==> config.mk <==
export PLATFORM = sky130hd
export DESIGN_NAME = oled_spi_receiver_flat
export DESIGN_NICKNAME = d
export VERILOG_FILES = /design/src/rtl/oled_spi_receiver_if.sv /design/src/rtl/oled_spi_receiver.sv /design/src/flat_wrapper.sv
export SDC_FILE = /design/constraint.sdc
export NUM_CORES = 1
export LEC_CHECK = 0
export ABC_CLOCK_PERIOD_IN_PS = 2100
export CAP_MARGIN = 20
export CORE_ASPECT_RATIO = 0.8
export CORE_MARGIN = 2
export CORE_UTILIZATION = 45
export DETAILED_ROUTE_END_ITERATION = 8
export DONT_BUFFER_PORTS = 1
export PLACE_DENSITY = 0.69
export RECOVER_POWER = 50
export SYNTH_ARGS = -nofsm -noshare
export SYNTH_HDL_FRONTEND = slang
export SYNTH_SLANG_ARGS = --single-unit
==> constraint.sdc <==
create_clock -name HCLK -period 2.1 [get_ports HCLK]
set_input_delay 0.42 -clock HCLK [delete_from_list [all_inputs] [get_ports HCLK]]
set_output_delay 0.42 -clock HCLK [all_outputs]
set_load 0.02 [all_outputs]
==> src/rtl/oled_spi_receiver_if.sv <==
// AHB-Lite slave-side bus bundle for the OLED link receiver.
// The master modport drives the request; the slave modport returns read data and ready.
interface oled_spi_receiver_if;
  logic        HSEL;
  logic        HREADY;
  logic        HWRITE;
  logic [31:0] HADDR;
  logic [31:0] HWDATA;
  logic [2:0]  HSIZE;
  logic [1:0]  HTRANS;
  logic [31:0] HRDATA;
  logic        HREADYOUT;

  modport master (
    output HSEL, HREADY, HWRITE, HADDR, HWDATA, HSIZE, HTRANS,
    input  HRDATA, HREADYOUT
  );

  modport slave (
    input  HSEL, HREADY, HWRITE, HADDR, HWDATA, HSIZE, HTRANS,
    output HRDATA, HREADYOUT
  );
endinterface

==> src/rtl/oled_spi_receiver.sv <==
// Receive side of the OLED serial link: rebuilds MSB-first bytes from nCS/DnC/SDIN/SCLK
// and queues {DnC, byte} entries in a small FIFO read by software over AHB-Lite.
module oled_spi_receiver #(
  parameter int unsigned FIFO_DEPTH = 4
) (
  input  logic                 HCLK,
  input  logic                 HRESETn,
  oled_spi_receiver_if.slave   bus,
  input  logic                 nCS,
  input  logic                 DnC,
  input  logic                 SDIN,
  input  logic                 SCLK,
  output logic                 IRQ
);

  localparam int unsigned PtrW = (FIFO_DEPTH > 1) ? $clog2(FIFO_DEPTH) : 1;
  localparam int unsigned CntW = PtrW + 1;
  localparam logic [CntW-1:0] DepthC = CntW'(FIFO_DEPTH);

  typedef enum logic {StIdle, StShift} state_e;

  // Link line sampling
  logic ncs_r, dnc_r, sdin_r, sclk_r, sclk_p;
  logic enable_q;
  logic bit_evt;

  always_ff @(posedge HCLK or negedge HRESETn) begin
    if (!HRESETn) begin
      ncs_r  <= 1'b1;
      dnc_r  <= 1'b0;
      sdin_r <= 1'b0;
      sclk_r <= 1'b0;
      sclk_p <= 1'b0;
    end else begin
      ncs_r  <= nCS;
      dnc_r  <= DnC;
      sdin_r <= SDIN;
      sclk_r <= SCLK;
      sclk_p <= sclk_r;
    end
  end

  assign bit_evt = sclk_r & ~sclk_p & ~ncs_r & enable_q;

  // Byte assembly FSM
  state_e      state_q, state_d;
  logic [2:0]  bit_cnt_q, bit_cnt_d;
  logic [7:0]  shift_q;
  logic        byte_done;
  logic        frame_err_set;
  logic        push_q;
  logic [8:0]  push_data_q;

  always_ff @(posedge HCLK or negedge HRESETn) begin
    if (!HRESETn) begin
      state_q   <= StIdle;
      bit_cnt_q <= 3'd0;
    end else begin
      state_q   <= state_d;
      bit_cnt_q <= bit_cnt_d;
    end
  end

  always_comb begin
    state_d = state_q;
    case (state_q)
      StIdle: begin
        if (bit_evt) state_d = StShift;
      end
      StShift: begin
        if (!enable_q || ncs_r) begin
          state_d = StIdle;
        end else if (bit_evt && (bit_cnt_q == 3'd7)) begin
          state_d = StIdle;
        end
      end
      default: state_d = StIdle;
    endcase
  end

  always_comb begin
    byte_done     = 1'b0;
    frame_err_set = 1'b0;
    bit_cnt_d     = bit_cnt_q;
    case (state_q)
      StIdle: begin
        bit_cnt_d = bit_evt ? 3'd1 : 3'd0;
      end
      StShift: begin
        // Dropping enable abandons the byte quietly; only a premature nCS is a framing error.
        frame_err_set = enable_q & ncs_r;
        byte_done     = bit_evt & (bit_cnt_q == 3'd7);
        if (!enable_q || ncs_r || byte_done) begin
          bit_cnt_d = 3'd0;
        end else if (bit_evt) begin
          bit_cnt_d = bit_cnt_q + 3'd1;
        end
      end
      default: bit_cnt_d = 3'd0;
    endcase
  end

  always_ff @(posedge HCLK or negedge HRESETn) begin
    if (!HRESETn) begin
      shift_q     <= 8'h00;
      push_q      <= 1'b0;
      push_data_q <= 9'h000;
    end else begin
      if (bit_evt) shift_q <= {shift_q[6:0], sdin_r};
      push_q <= byte_done;
      if (byte_done) push_data_q <= {dnc_r, shift_q[6:0], sdin_r};
    end
  end

  // AHB-Lite address/data phase
  logic       acc;
  logic       dp_valid_q, dp_write_q;
  logic [1:0] dp_addr_q;

  assign acc = bus.HSEL & bus.HREADY & (bus.HTRANS != 2'b00);

  always_ff @(posedge HCLK or negedge HRESETn) begin
    if (!HRESETn) begin
      dp_valid_q <= 1'b0;
      dp_write_q <= 1'b0;
      dp_addr_q  <= 2'd0;
    end else if (bus.HREADY) begin
      dp_valid_q <= acc;
      dp_write_q <= bus.HWRITE;
      dp_addr_q  <= bus.HADDR[3:2];
    end
  end

  logic rd_data_cyc, wr_status, wr_ctrl;
  assign rd_data_cyc = dp_valid_q & ~dp_write_q;
  assign wr_status   = dp_valid_q & dp_write_q & (dp_addr_q == 2'd1);
  assign wr_ctrl     = dp_valid_q & dp_write_q & (dp_addr_q == 2'd2);

  // FIFO
  logic [8:0]      mem_q [FIFO_DEPTH];
  logic [PtrW-1:0] wr_ptr_q, rd_ptr_q;
  logic [CntW-1:0] count_q;
  logic            not_empty, full, pop, push_ok, ovf_set;

  assign not_empty = (count_q != '0);
  assign full      = (count_q == DepthC);
  assign pop       = rd_data_cyc & (dp_addr_q == 2'd0) & not_empty;
  // A pop on the same edge frees a slot, so a push into a full FIFO still lands.
  assign push_ok   = push_q & (~full | pop);
  assign ovf_set   = push_q & full & ~pop;

  always_ff @(posedge HCLK) begin
    if (push_ok) mem_q[wr_ptr_q] <= push_data_q;
  end

  always_ff @(posedge HCLK or negedge HRESETn) begin
    if (!HRESETn) begin
      wr_ptr_q <= '0;
      rd_ptr_q <= '0;
      count_q  <= '0;
    end else begin
      if (push_ok) wr_ptr_q <= wr_ptr_q + 1'b1;
      if (pop)     rd_ptr_q <= rd_ptr_q + 1'b1;
      case ({push_ok, pop})
        2'b10:   count_q <= count_q + 1'b1;
        2'b01:   count_q <= count_q - 1'b1;
        default: count_q <= count_q;
      endcase
    end
  end

  // Sticky flags and control
  logic overflow_q, frame_err_q;

  always_ff @(posedge HCLK or negedge HRESETn) begin
    if (!HRESETn) begin
      overflow_q  <= 1'b0;
      frame_err_q <= 1'b0;
      enable_q    <= 1'b1;
    end else begin
      if (ovf_set) begin
        overflow_q <= 1'b1;
      end else if (wr_status && bus.HWDATA[2]) begin
        overflow_q <= 1'b0;
      end
      if (frame_err_set) begin
        frame_err_q <= 1'b1;
      end else if (wr_status && bus.HWDATA[3]) begin
        frame_err_q <= 1'b0;
      end
      if (wr_ctrl) enable_q <= bus.HWDATA[0];
    end
  end

  // Read data
  logic [3:0]  count4;
  logic [31:0] status_word;

  assign count4      = 4'(count_q);
  assign status_word = {24'h000000, count4, frame_err_q, overflow_q, full, not_empty};

  always_comb begin
    bus.HRDATA = 32'h0000_0000;
    if (rd_data_cyc) begin
      case (dp_addr_q)
        2'd0:    if (not_empty) bus.HRDATA = {23'h000000, mem_q[rd_ptr_q]};
        2'd1:    bus.HRDATA = status_word;
        2'd2:    bus.HRDATA = {31'h00000000, enable_q};
        default: bus.HRDATA = 32'h0000_0000;
      endcase
    end
  end

  assign bus.HREADYOUT = 1'b1;
  assign IRQ           = not_empty & enable_q;

  logic unused_bus_bits;
  assign unused_bus_bits = ^{bus.HSIZE, bus.HADDR[31:4], bus.HADDR[1:0],
                             bus.HWDATA[31:4], bus.HWDATA[1]};

endmodule

==> src/flat_wrapper.sv <==
// flat-port wrapper written by rule: the top's interface ports become plain ports
module oled_spi_receiver_flat 
#(
  parameter int unsigned FIFO_DEPTH = 4
)
  (HCLK, HRESETn, nCS, DnC, SDIN, SCLK, IRQ, bus_HSEL, bus_HREADY, bus_HWRITE, bus_HADDR, bus_HWDATA, bus_HSIZE, bus_HTRANS, bus_HRDATA, bus_HREADYOUT);
  oled_spi_receiver_if bus_i ();
  input  logic HCLK;
  input  logic HRESETn;
  input  logic nCS;
  input  logic DnC;
  input  logic SDIN;
  input  logic SCLK;
  output logic IRQ;
  input wire logic [$bits(bus_i.HSEL)-1:0] bus_HSEL;
  input wire logic [$bits(bus_i.HREADY)-1:0] bus_HREADY;
  input wire logic [$bits(bus_i.HWRITE)-1:0] bus_HWRITE;
  input wire logic [$bits(bus_i.HADDR)-1:0] bus_HADDR;
  input wire logic [$bits(bus_i.HWDATA)-1:0] bus_HWDATA;
  input wire logic [$bits(bus_i.HSIZE)-1:0] bus_HSIZE;
  input wire logic [$bits(bus_i.HTRANS)-1:0] bus_HTRANS;
  output wire logic [$bits(bus_i.HRDATA)-1:0] bus_HRDATA;
  output wire logic [$bits(bus_i.HREADYOUT)-1:0] bus_HREADYOUT;
  assign bus_i.HSEL = bus_HSEL;
  assign bus_i.HREADY = bus_HREADY;
  assign bus_i.HWRITE = bus_HWRITE;
  assign bus_i.HADDR = bus_HADDR;
  assign bus_i.HWDATA = bus_HWDATA;
  assign bus_i.HSIZE = bus_HSIZE;
  assign bus_i.HTRANS = bus_HTRANS;
  assign bus_HRDATA = bus_i.HRDATA;
  assign bus_HREADYOUT = bus_i.HREADYOUT;
  oled_spi_receiver #(.FIFO_DEPTH(FIFO_DEPTH)) u_core (.HCLK(HCLK), .HRESETn(HRESETn), .bus(bus_i), .nCS(nCS), .DnC(DnC), .SDIN(SDIN), .SCLK(SCLK), .IRQ(IRQ));
endmodule
==> results_dict.tcl <==
set metrics [dict create \
    violations "setup timing" \
    antenna_found_initial 0 \
    worstMarginPinSlew_ns 1.02 \
    synth_area_mm2 0.00332 \
    cts_tree "yes" \
    hold-worst-slack_ns 0.0627 \
    ys_seq_area_frac 0.627 \
    cts_sinks 76 \
    syn_area_per_cell_um2 15.5 \
    vdd_drop_max_mv 0.410 \
    fin_cells 334 \
    synth_edf_count 36 \
    first_iter_violations 51 \
    startpoint_type "flip-flop" \
    cp_num_buf_inv 1 \
    die_area_mm2 0.00809 \
    synth_cell_types 44 \
    cp_slowest_cell "or4b_4" \
    htreeDepth 3 \
    hp-class "input pin to flip-flop" \
    grt_use_total 0.152 \
    cp_max_fo 5 \
    async_reset_ff_frac 0.526 \
    cp-end-kind "output pin" \
    drc 0 \
    yosys_warnings 0 \
    crit_type "flip-flop to output pin" \
    finalInstanceArea_mm2 0.00374 \
    clock_latency_ns 0.35 \
    period_minus_slack_ns 2.25 \
    ys_seq_elements 76 \
    viasPerCell 5.11 \
    fillers 572 \
    p_comb_frac 0.071 \
    layout.cells.most_common "dfrtp_1" \
    p_int_mw 2.17 \
    fin_skew_ns 0.00948 \
    post-route-period-util 1.07 \
    finalWirelength_mm 5.80 \
    outcome "finished with violations" \
    core_mm2 0.00703 \
    hold_depth 0 \
    via_count 1707 \
    p_per_area_mw_per_mm2 767 \
    layout_common_cells "dfrtp_1, edfxtp_1, conb_1" \
    grt_max_degree 41 \
    p_sw_frac 0.246 \
    cts_root_buf "clkbuf_8" \
    hold_viol 0 \
    first_global_vias 1644 \
    hpwl_mm 3.67 \
    clock_path_buffers 2 \
    crit_chain "or4b_4 > nor2_4 > buf_6 > a32o_2" \
    layout_setup_ws_ns -0.150 \
    leakage_nw 1.59 \
    setup_viol 10 \
    clockPowerShare 0.330 \
    num_rows 27 \
    io-pin-count 112 \
    cts_buffers 9 \
    die_y_um 80.9 \
    drive_above_1_share 0.372 \
    gp_congestion 0.766 \
    die_w_um 100 \
    path_delay_family "simple AND/OR/NAND/NOR gates" \
    synth_ff_type "dfrtp_1" \
    antenna_left 0 \
    rsz0062_at_grt "true" \
    wl_per_cell_um 17.4 \
    sequentialPowerShare 0.599 \
    syn_inst 214 \
    setup_tns_ns -1.24 \
    placed_cells 306 \
    maxSlewViolCount 0 \
    initial_core_util 0.473 \
    worst_slew_margin_rel 0.321 \
    area_growth_pct 12.6 \
    slowest_delay_ns 0.56 \
    r2r.worst_path.cells 9 \
    worstPathArrival_ns 1.83 \
    clk_pin_slew_ns 0.08 \
    grt_pass1_wl_mm 8.94 \
    p_switching_mw 0.705 \
    cp.required_ns 1.68 \
    worstSetupPathDepth 4 \
    fmax_mhz 444 \
    grt_overflow 0 \
    n_antenna_cell 0 \
    fin_nets 328 \
    dpl_cell_area_mm2 0.00342 \
    io_buffer_count 0 \
    maxCapViolCount 0 \
    drtPass1Iterations 4 \
    final_core_util 0.533 \
]
cell families (layout without fill, tap and decap cells):
family                     Yosys count  in the layout  share of synthesized area
other                                2             24                    0.00226
AOI/OAI and AO/OA                   19             19                     0.0471
adders and majority gates            8              8                     0.0324
xor gates and xnor gates             6              6                     0.0158
and+or+nand+nor                     35             39                     0.0715
DFF                                 76             76                      0.627
muxes                               32             32                      0.136
buffers and inverters               36             43                     0.0681
power groups by stage:
stage	registers [mW]	clock network (mW)	logic [mW]
global placement	1.74	0	0.178
detailed placement	1.74	0	0.183
global route	1.73	1.04	0.228
finish	1.72	0.947	0.205
CTS	1.71	0.982	0.210
floorplan	1.73	0	0.184
sequential cells by signal, indices dropped and copies added, names as in the netlist:
| register | cells |
|---|---|
| u_core.dp_addr_q | 2 |
| u_core.dnc_r | 1 |
| u_core.ncs_r | 1 |
| u_core.dp_write_q | 1 |
| u_core.state_q | 1 |
| u_core.sdin_r | 1 |
| u_core.push_q | 1 |
| u_core.shift_q | 7 |
| u_core.dp_valid_q | 1 |
| u_core.overflow_q | 1 |
| u_core.sclk_p | 1 |
| u_core.push_data_q | 9 |
| u_core.wr_ptr_q | 2 |
| u_core.mem_q | 36 |
| u_core.rd_ptr_q | 2 |
| u_core.sclk_r | 1 |
| u_core.frame_err_q | 1 |
| u_core.count_q | 3 |
| u_core.bit_cnt_q | 3 |
| u_core.enable_q | 1 |
worst paths after layout:
path	startpoint	endpoint	slack (ns)
min in group asynchronous	HRESETn	u_core.sdin_r	0.77
setup / recovery	u_core.dp_addr_q[0]	bus_HRDATA[1]	-0.15
setup reg to reg	u_core.dp_addr_q[0]	u_core.count_q[2]	-0.13
hold reg to reg	u_core.sclk_r	u_core.sclk_p	0.41
max in group asynchronous	HRESETn	u_core.rd_ptr_q[1]	0.63
hold / removal	nCS	u_core.ncs_r	0.06
routing by layer:
layer	share of wire	vias up	GRT usage	routed length (um)
met4	0.012	0	0.0658	68
met3	0.045	7	0.0465	264
met2	0.47	50	0.221	2740
met5	0	-	0	0
li1	-	795	-	-
met1	0.47	855	0.215	2730
synthesized netlist by cell type (all sizes together), types with 3 or more instances:
library cell	n	area (um^2)
ha	7	87.6
nor2b	3	18.8
and2	6	42.5
a22o	5	43.8
mux2	21	240
xor2	4	35.0
nand2	5	18.8
nor2	5	26.3
mux4	8	180
dfrtp	38	951
nand3	4	20.0
inv	9	33.8
mux2i	3	30.0
buf	26	189
a21oi	3	15.0
edfxtp	36	1080
stage by stage:
stage	setup WS [ns]	total power, mW
after floorplan	-0.111	1.91
after detailed placement	-0.0665	1.93
after global routing	-0.213	3.00
after CTS	-0.131	2.91
after global placement	-0.0419	1.92
final	-0.150	2.87
cell type report:
cell class	count	area [um^2]	area share
Inverter	9	33.8	0.00903
Clock buffer	9	124	0.0331
Timing Repair Buffer	18	166	0.0445
Sequential cell	76	2090	0.557
Multi-Input combinational cell	128	1180	0.316
Tap cell	87	109	0.0291
Clock inverter	7	41.3	0.0110
timing repair:
| item | in CTS | in global routing |
|---|---|---|
| setup buffers | 4 | 1 |
| hold buffers | 2 | 0 |
| gates cloned | 1 | 4 |
| pin swaps | 5 | 6 |
| endpoints found under the hold margin | 40 | 0 |
| gates resized for setup | 22 | 7 |
| setup endpoints to repair | 11 | 47 |
No activity file was read; power rests on OpenSTA's default activity.
